--- config.mk ---
export PLATFORM = sky130hd
export DESIGN_NAME = dmem_arbiter
export DESIGN_NICKNAME = d
export VERILOG_FILES = /design/src/rtl/dmem_arbiter.sv
export SDC_FILE = /design/constraint.sdc
export NUM_CORES = 1
export LEC_CHECK = 0
export ABC_AREA = 1
export ABC_CLOCK_PERIOD_IN_PS = 5150
export CORE_AREA = 5 5 114 116
export DETAILED_ROUTE_END_ITERATION = 6
export DIE_AREA = 0 0 119 121
export PLACE_DENSITY_LB_ADDON = 0.05
export SLEW_MARGIN = 5
export SYNTH_ARGS = -nofsm -noshare
export SYNTH_HDL_FRONTEND = slang
export SYNTH_SLANG_ARGS = --single-unit
--- constraint.sdc ---
create_clock -name clk -period 5.15 [get_ports clk]
set_clock_uncertainty 0.15 [all_clocks]
set_input_delay 1.03 -clock clk [delete_from_list [all_inputs] [get_ports clk]]
set_output_delay 1.03 -clock clk [all_outputs]
set_load 0.01 [all_outputs]
--- src/rtl/dmem_arbiter.sv ---
// Two-master arbiter for the single-port data memory: core (M0) has priority,
// loader (M1) is protected by a starvation counter and can lock bursts.
module dmem_arbiter #(
  parameter int ADDR_W     = 32,
  parameter int DATA_W     = 32,
  parameter int STARVE_MAX = 4
) (
  input  logic              clk,
  input  logic              rst_n,
  input  logic              m0_req,
  input  logic              m0_we,
  input  logic [ADDR_W-1:0] m0_addr,
  input  logic [DATA_W-1:0] m0_wdata,
  output logic              m0_gnt,
  output logic              m0_rvalid,
  output logic [DATA_W-1:0] m0_rdata,
  input  logic              m1_req,
  input  logic              m1_we,
  input  logic              m1_lock,
  input  logic [ADDR_W-1:0] m1_addr,
  input  logic [DATA_W-1:0] m1_wdata,
  output logic              m1_gnt,
  output logic              m1_rvalid,
  output logic [DATA_W-1:0] m1_rdata,
  output logic              mem_we,
  output logic [ADDR_W-1:0] mem_addr,
  output logic [DATA_W-1:0] mem_wdata,
  input  logic [DATA_W-1:0] mem_rdata
);

  typedef enum logic {
    OWNER_M0,
    OWNER_M1
  } ownerT;

  localparam logic [3:0] StarveMax = 4'(STARVE_MAX);

  logic       arbEn;
  logic       locked;
  logic [3:0] starveCnt;
  ownerT      owner;
  logic       m1Wins;

  always_comb begin
    m1Wins = locked || (starveCnt == StarveMax) || !m0_req;
    m1_gnt = arbEn && m1_req && m1Wins;
    m0_gnt = arbEn && m0_req && !m1_gnt;
  end

  // Idle cycles present M0's address/data so the memory sees a stable default.
  always_comb begin
    mem_addr  = m1_gnt ? m1_addr  : m0_addr;
    mem_wdata = m1_gnt ? m1_wdata : m0_wdata;
    mem_we    = (m0_gnt && m0_we) || (m1_gnt && m1_we);
  end

  always_ff @(posedge clk or negedge rst_n) begin
    if (!rst_n) begin
      arbEn     <= 1'b0;
      owner     <= OWNER_M0;
      locked    <= 1'b0;
      starveCnt <= '0;
      m0_rvalid <= 1'b0;
      m0_rdata  <= '0;
      m1_rvalid <= 1'b0;
      m1_rdata  <= '0;
    end else begin
      arbEn     <= 1'b1;
      locked    <= m1_gnt && m1_lock;
      m0_rvalid <= m0_gnt && !m0_we;
      m1_rvalid <= m1_gnt && !m1_we;

      if (m0_gnt && !m0_we) m0_rdata <= mem_rdata;
      if (m1_gnt && !m1_we) m1_rdata <= mem_rdata;

      if (m0_gnt)      owner <= OWNER_M0;
      else if (m1_gnt) owner <= OWNER_M1;

      if (m1_gnt || !m1_req)                     starveCnt <= '0;
      else if (m0_gnt && starveCnt != StarveMax) starveCnt <= starveCnt + 4'd1;
    end
  end

  // owner is debug-only state; this keeps it tied to the grant history.
  ownerAfterGrant: assert property (@(posedge clk) disable iff (!rst_n)
    (m1_gnt |=> owner == OWNER_M1) and (m0_gnt |=> owner == OWNER_M0));

endmodule

## Yosys cells after proc, flatten, opt, wreduce, memory -nomap -nowiden

Cells that the tools add are included.

- Flip-flop bits (word level): 72
- Input bits: 167
- Output and inout port bits: 133

- Add/subtract/negate cells: 1
- Eq/ne operators: 2
- Multiplexer cells: 4
- Reductions and logical operators: 20

Operator list:

| kind | count |
|---|---|
| 32-bit two-way mux | 2 |
| 1-bit logical AND | 10 |
| 4-bit two-way mux | 2 |
| 1-bit zero test | 5 |
| 4-bit by 1-bit adder with 4-bit output (second input constant) | 1 |
| 4-bit by 3-bit equality test with 1-bit output (second input constant) | 1 |
| 1-bit logical OR | 4 |
| 4-bit by 3-bit inequality test with 1-bit output (second input constant) | 1 |
| 2-bit nonzero test | 1 |

## Logic depth before layout (Yosys ltp)

Gate-level depths: netlist (run 1).

- Word-level depth: 9
- Gate-level depth with buffers: 10
- Gate-level depth less buffers: 8

## Least setup slack after synthesis (run 1)

No wires, ideal clock.

- Path type: input -> output
- Start: in m0_req
- End: out mem_wdata[22]
- Data arrival time: 1781 ps
- Setup slack: 2189 ps
- Cell stages on the path: 8
- Buffers on the path: 2
- Cell sequence: inv_1 -> nor2_1 -> nand2_2 -> nand2_2 -> buf_6 -> buf_2 -> nand2_1 -> nand2_1

- Cells in the longest elaborated chain, start to end: 4

RTL lines:

| element | RTL line | text |
|---|---|---|
| start: declaration | 10 | `input logic m0_req,` |
| 1-bit zero test | 45 | `m1Wins = locked \|\| (starveCnt == StarveMax) \|\| !m0_req;` |
| 1-bit logical OR | 45 |  |
| 1-bit logical AND | 46 | `m1_gnt = arbEn && m1_req && m1Wins;` |
| 32-bit two-way mux | 53 | `mem_wdata = m1_gnt ? m1_wdata : m0_wdata;` |
| end: declaration | 27 | `output logic [DATA_W-1:0] mem_wdata,` |

Every way passes these cells.

## Worst setup path in the final report (run 1)

- Start: in m0_req
- End: out mem_addr[26]

- Cells in the longest elaborated chain, start to end: 4

RTL lines:

| element | RTL line | text |
|---|---|---|
| 1-bit zero test | 45 |  |
| 1-bit logical OR | 45 |  |
| 1-bit logical AND | 46 |  |
| 32-bit two-way mux | 52 | `mem_addr = m1_gnt ? m1_addr : m0_addr;` |
| end: declaration | 26 | `output logic [ADDR_W-1:0] mem_addr,` |

Every way passes these cells.

==> impl_metrics.ini, run 1 <==
[sta]
min_period_ns = 4.30
max-slew-margin-rel_pct = 38.8
holdWs_ns = 0.318
layout_setup_ws_ns = 0.846
fin_tns_setup_ns = 0
drv_slew = 0
finalSetupViolations = 0
finalCritPeriodShare_pct = 83.6
worstMarginPinSlew_ns = 0.919
hold_violations = 0
rsz0062_at_grt = false
max_freq_mhz = 232

[pwr]
pwr_density_cell_mw_per_mm2 = 287
power.share.sequential_pct = 34.9
p_total_mw = 2.05
power_switching_mw = 0.566
internal-power_mw = 1.48
clockPowerShare_pct = 32.2
switching_share_pct = 27.6
leakage_nw = 3.50
combPwrFrac_pct = 32.9
vdd_drop_max_mv = 0.210

[route]
via_per_inst = 4.62
post_drt_wl_per_cell_um = 16.8
drtAntennaViolNets = 0
drt-initial-drc-count = 247
vias = 4486
totalWireLength_um = 16300
dr.pass1.iters = 4
drc_errors = 0

[min_path]
min_path_cells = 2
min-delay-start = m0_rdata[1]
min_to = m0_rdata[1]
hp-class = flip-flop to flip-flop

[critical_path]
cp-startpoint = m0_req
crit_fanout = 31
worstRegToRegCells = 8
end_kind = output pin
crit_family = buffers and inverters
timing.rr.end = m1_rdata[22]
cp_slowest_stage_delay_ns = 0.56
worst_ep_required_time_ns = 3.97
reg2reg_slack_ns = 2.77
cp_cell_sequence = clkdlybuf4s50_1 > inv_1 > nor2_1 > nand2_2 > nand2_4 > buf_4 > nand2_1 > nand2_1 > clkdlybuf4s50_1
critPathBufInv = 4
cp.arrival_ns = 3.12
r2r_start = starveCnt[0]
crit_path_start_kind = input port
slowest_stage = clkdlybuf4s50_1
crit_type = input port to output pin

[clock_network]
cts.path.max_buffers = 2
ctsHoldBuffers = 0
clkSinkCount = 72
numCtsBuffers = 9
cts_tree = yes
cts_max_level = 3
root_buffer = clkbuf_16
cts.reportedPaths.clkPinSlew_ns = 0.05
clkLatencyLatePin_ns = 0.32
post_cts.repair.setup_buffers = 0
ctsResizeCount = 0

[global_routing]
antenna_found_initial = 1
first_global_vias = 4361
grt_max_degree = 73
grt-ovfl-total = 0
grt_usage_pct = 21.5
grt_pass1_wl_um = 24700

[job]
drv_cap = 0

[placement]
dp_slack_ns = 0.835
io_buffers = 299
placed_cell_area_mm2 = 0.00682
place.gp.congestion = 0.845
place_inst = 955
hpwl_um = 12600

[layout]
stdcell_count = 972
layout-drive-gt1-share_pct = 3.88
finalNetCount = 988
stdcell_area_mm2 = 0.00714
utilization_pct = 60.4
area.growth.synth_to_final_pct = 87.7

[synth]
syn_inst = 537
synth-seq-area-share_pct = 47.4
ys_types = 23
netlist_area_mm2 = 0.00380
synth.avg_cell_area_um2 = 7.08
syn_nets = 706
yosys_warnings = 0
ys_ff_latch = 72

[floorplanning]
coreArea_mm2 = 0.0118
die-width_um = 119
die_h_um = 121
io-pin-count = 300
row_count = 40
die_area_mm2 = 0.0144
initial_core_util_pct = 32.2

[status]
status = finished clean
## worst reg2reg max path: stages, from the launching register on
cell and delay (ns):
dfrtp_1 0.40, inv_1 0.09, ha_1 0.21, nand3_4 0.12, nand2_2 0.13, nand3b_4 0.38, inv_2 0.61, nand2_1 0.15
nand2_1 0.09
## cells in the mapped netlist
cell	number	area share, %
nand2_1	362	36
dfrtp_1	72	47
nand4_1	34	5.6
buf_2	13	1.7
inv_1	9	0.89
buf_6	8	2.4
clkbuf_1	8	0.79
nor2_1	6	0.59
buf_4	4	0.79
inv_2	4	0.39
nand2_2	3	0.49
ha_1	2	0.66
nand3_1	2	0.26
a21oi_1	1	0.13
buf_1	1	0.099
clkinv_1	1	0.099
conb_1	1	0.099
nand3_2	1	0.26
nand3_4	1	0.46
nand3b_4	1	0.53
o21ai_2	1	0.23
o21bai_1	1	0.20
xor2_1	1	0.23
## kinds of logic (layout without fill, tap and decap cells)
family	count (synthesis)	in the layout	synth area share [%]
AND/OR/NAND/NOR	410	410	43.9
buffers and inverters	48	335	7.14
other	1	2	0.0986
XOR/XNOR	1	1	0.230
AO/OA/AOI/OAI	3	3	0.559
adder cells (fa/ha/maj)	2	2	0.658
flip-flops	72	72	47.4
## cells in the final DEF (no fill, tap or decap), drive strengths merged
| cell | count |
|---|---|
| a21oi | 1 |
| buf | 7 |
| bufinv | 2 |
| clkbuf | 11 |
| clkdlybuf4s50 | 298 |
| clkinv | 3 |
| clkinvlp | 1 |
| conb | 1 |
| dfrtp | 72 |
| diode | 1 |
| ha | 2 |
| inv | 13 |
| nand2 | 365 |
| nand3 | 4 |
| nand3b | 1 |
| nand4 | 34 |
| nor2 | 6 |
| o21ai | 1 |
| o21bai | 1 |
| xor2 | 1 |
## state kept, by name, indices dropped and copies added, names as in the netlist
name       cells
m1_rdata      32
m0_rdata      32
m0_rvalid      1
m1_rvalid      1
arbEn          1
starveCnt      4
locked         1
## worst max-delay path by stage
stage                    end  slack (ns)  cells past startpoint
2_1_floorplan  mem_wdata[22]        2.19                      8
3_3_place_gp     mem_addr[1]        0.86                      9
3_5_place_dp    mem_addr[28]        0.83                      9
4_1_cts         mem_addr[28]        0.83                      9
5_1_grt         mem_addr[25]        0.71                      9
6_report        mem_addr[26]        0.85                      9
## cell type report
cell class / instances / area (um^2)
Fill cell: 1079 / 4670
Timing Repair Buffer: 305 / 3050
Sequential cell: 72 / 1800
Multi-Input combinational cell: 417 / 1730
Clock buffer: 11 / 233
Tap cell: 147 / 184
Clock inverter: 5 / 81.3
Inverter: 14 / 52.6
Antenna cell: 1 / 2.50
## routing by layer
layer	global-route usage (%)	share of wire, %	vias to the layer above
met5	0	0	-
met4	4.20	0.96	0
met3	7.88	8.9	9
met2	38.3	52	178
met1	24.9	38	2080
li1	-	-	2219
## power by group through the flow
stage	clock [mW]	combinational, mW	sequential, mW
floorplan	0	0.174	0.765
global placement	0	0.674	0.719
detailed placement	0	0.680	0.722
CTS	0.675	0.684	0.715
global route	0.701	0.727	0.727
finish	0.659	0.673	0.715
Note: power is estimated with default switching activity, not from simulation.
==> inputs of run 2 (changes only) <==
Settings changed: ABC_CLOCK_PERIOD_IN_PS 5150 to 4140, CORE_AREA 5 5 114 116 to not set, CORE_MARGIN set to 5, CORE_UTILIZATION set to 34, DIE_AREA 0 0 119 121 to not set.
Clock period 5.15 ns to 4.14 ns, I/O delays scaled along.
==> run 2 against run 1 <==
  * Core utilization rose by 4.5 points
  * Clock power fell by 7.6%
  * Largest cell class unchanged
  * Hold slack improved by 0.0048 ns
  * Largest power group unchanged
  * Sequential power rose by 24%
  * First-iteration DRC count rose by 15%
  * Critical endpoint is now mem_wdata[3]
  * Flip-flop and latch count did not move
  * Global-route usage rose by 3.2 points
==> impl_metrics.ini, run 2 (synthesis gave the netlist of run 1 again) <==
[clock_network]
root_buffer = clkbuf_8
cts_tree = yes
clkLatencyLatePin_ns = 0.33
cts.path.max_buffers = 2
clkSinkCount = 72
post_cts.repair.setup_buffers = 0
numCtsBuffers = 9
cts_max_level = 3
cts.reportedPaths.clkPinSlew_ns = 0.07
ctsHoldBuffers = 0
ctsResizeCount = 0

[placement]
place.gp.congestion = 0.911
place_inst = 950
hpwl_um = 13400
io_buffers = 299

[critical_path]
worst_ep_required_time_ns = 3.16
crit_path_start_kind = input port
cp-startpoint = m1_req
crit_fanout = 45
crit_type = input port to output pin
reg2reg_slack_ns = 1.49
r2r_start = starveCnt[0]
end_kind = output pin
cp.arrival_ns = 2.79

[sta]
min_period_ns = 3.76
holdWs_ns = 0.323
worstMarginPinSlew_ns = 0.904
finalCritPeriodShare_pct = 90.9
max_freq_mhz = 266
rsz0062_at_grt = false
hold_violations = 0
fin_tns_setup_ns = 0
finalSetupViolations = 0
drv_slew = 0
max-slew-margin-rel_pct = 39.7

[global_routing]
grt_max_degree = 73
grt_usage_pct = 24.7
grt-ovfl-total = 0
antenna_found_initial = 1
first_global_vias = 4497
grt_pass1_wl_um = 25600

[route]
drtAntennaViolNets = 0
totalWireLength_um = 17200
dr.pass1.iters = 4
via_per_inst = 4.58
vias = 4421
post_drt_wl_per_cell_um = 17.8
drt-initial-drc-count = 284
drc_errors = 0

[layout]
mostFrequentLayoutCell = nand2_1
reg_top3 = m0_rdata x32, m1_rdata x32, starveCnt x4
final_cell_mix = nand2_1 (362), clkdlybuf4s50_1 (298), dfrtp_1 (72)
layout-drive-gt1-share_pct = 4.24
finalNetCount = 990
area.growth.synth_to_final_pct = 85.9
diodes = 0
fill_cells = 948
stdcell_count = 965

[min_path]
hp-class = flip-flop to flip-flop
min-delay-start = m0_rdata[5]

[pwr]
pwr_density_cell_mw_per_mm2 = 333
vdd_drop_max_mv = 0.250
leakage_nw = 3.48

[floorplanning]
die_h_um = 116
row_count = 38
die_area_mm2 = 0.0134
io-pin-count = 300
initial_core_util_pct = 34.9
coreArea_mm2 = 0.0109
die-width_um = 116

[job]
drv_cap = 0

[status]
status = finished clean
[run 2: cell count changes in the layout (fill, tap and decap cells not counted)]
cell / before / now
clkbuf_8: 0 / 10
buf_12: 1 / 3
clkbuf_1: 2 / 0
clkbuf_16: 9 / 0
diode_2: 1 / 0
[run 2: worst paths after layout]
kind	to	depth (start not counted)
worst max-delay path	mem_wdata[3]	9
worst min-delay path	m0_rdata[5]	2
worst max register to register	m0_rdata[10]	9
worst min register to register	m0_rdata[5]	2
max in group asynchronous	m0_rdata[13]	1
min in group asynchronous	m1_rdata[3]	1
[run 2: per-stage QoR]
stage	utilization, %	setup WS, ns	power (mW)	cell area, um^2
floorplan	-	1.58	1.17	3800
global placement	62.9	0.352	1.75	6850
detailed placement	62.9	0.372	1.76	6850
CTS	64.9	0.360	2.38	7070
global route	64.9	0.192	2.48	7070
finish	64.9	0.375	2.35	7070
[run 2: per-layer routing]
metal  wire, um  share of wire, %  vias up  global-route usage, %
met1       6570                38     2016                   30.5
li1           -                 -     2214                      -
met2       8620                50      179                   41.8
met3       1860                11       10                   9.77
met4        121              0.70        2                   4.10
met5         11             0.064        -                      0
[run 2: worst max-delay path, cell delays in order]
cell             delay (ns)
clkdlybuf4s50_1        0.50
nand2_1                0.07
inv_2                  0.09
nand2_4                0.17
inv_2                  0.13
buf_12                 0.21
nand2_1                0.10
nand2_1                0.11
clkdlybuf4s50_1        0.56
[run 2: power breakdown]
part           total [mW]  switching [mW]  internal (mW)  leakage, nW
Sequential          0.889          0.0673          0.821        0.910
Clock               0.609           0.257          0.352        0.108
Combinational       0.853           0.359          0.495         2.46
Total                2.35           0.683           1.67         3.48
[run 2: area by class of cell]
cell class | count | area [um^2] | share of cell area (%)
Clock buffer | 10 | 138 | 1.95
Tap cell | 140 | 175 | 2.48
Timing Repair Buffer | 307 | 3090 | 43.7
Sequential cell | 72 | 1800 | 25.5
Clock inverter | 5 | 81.3 | 1.15
Inverter | 14 | 52.6 | 0.743
Multi-Input combinational cell | 417 | 1730 | 24.5
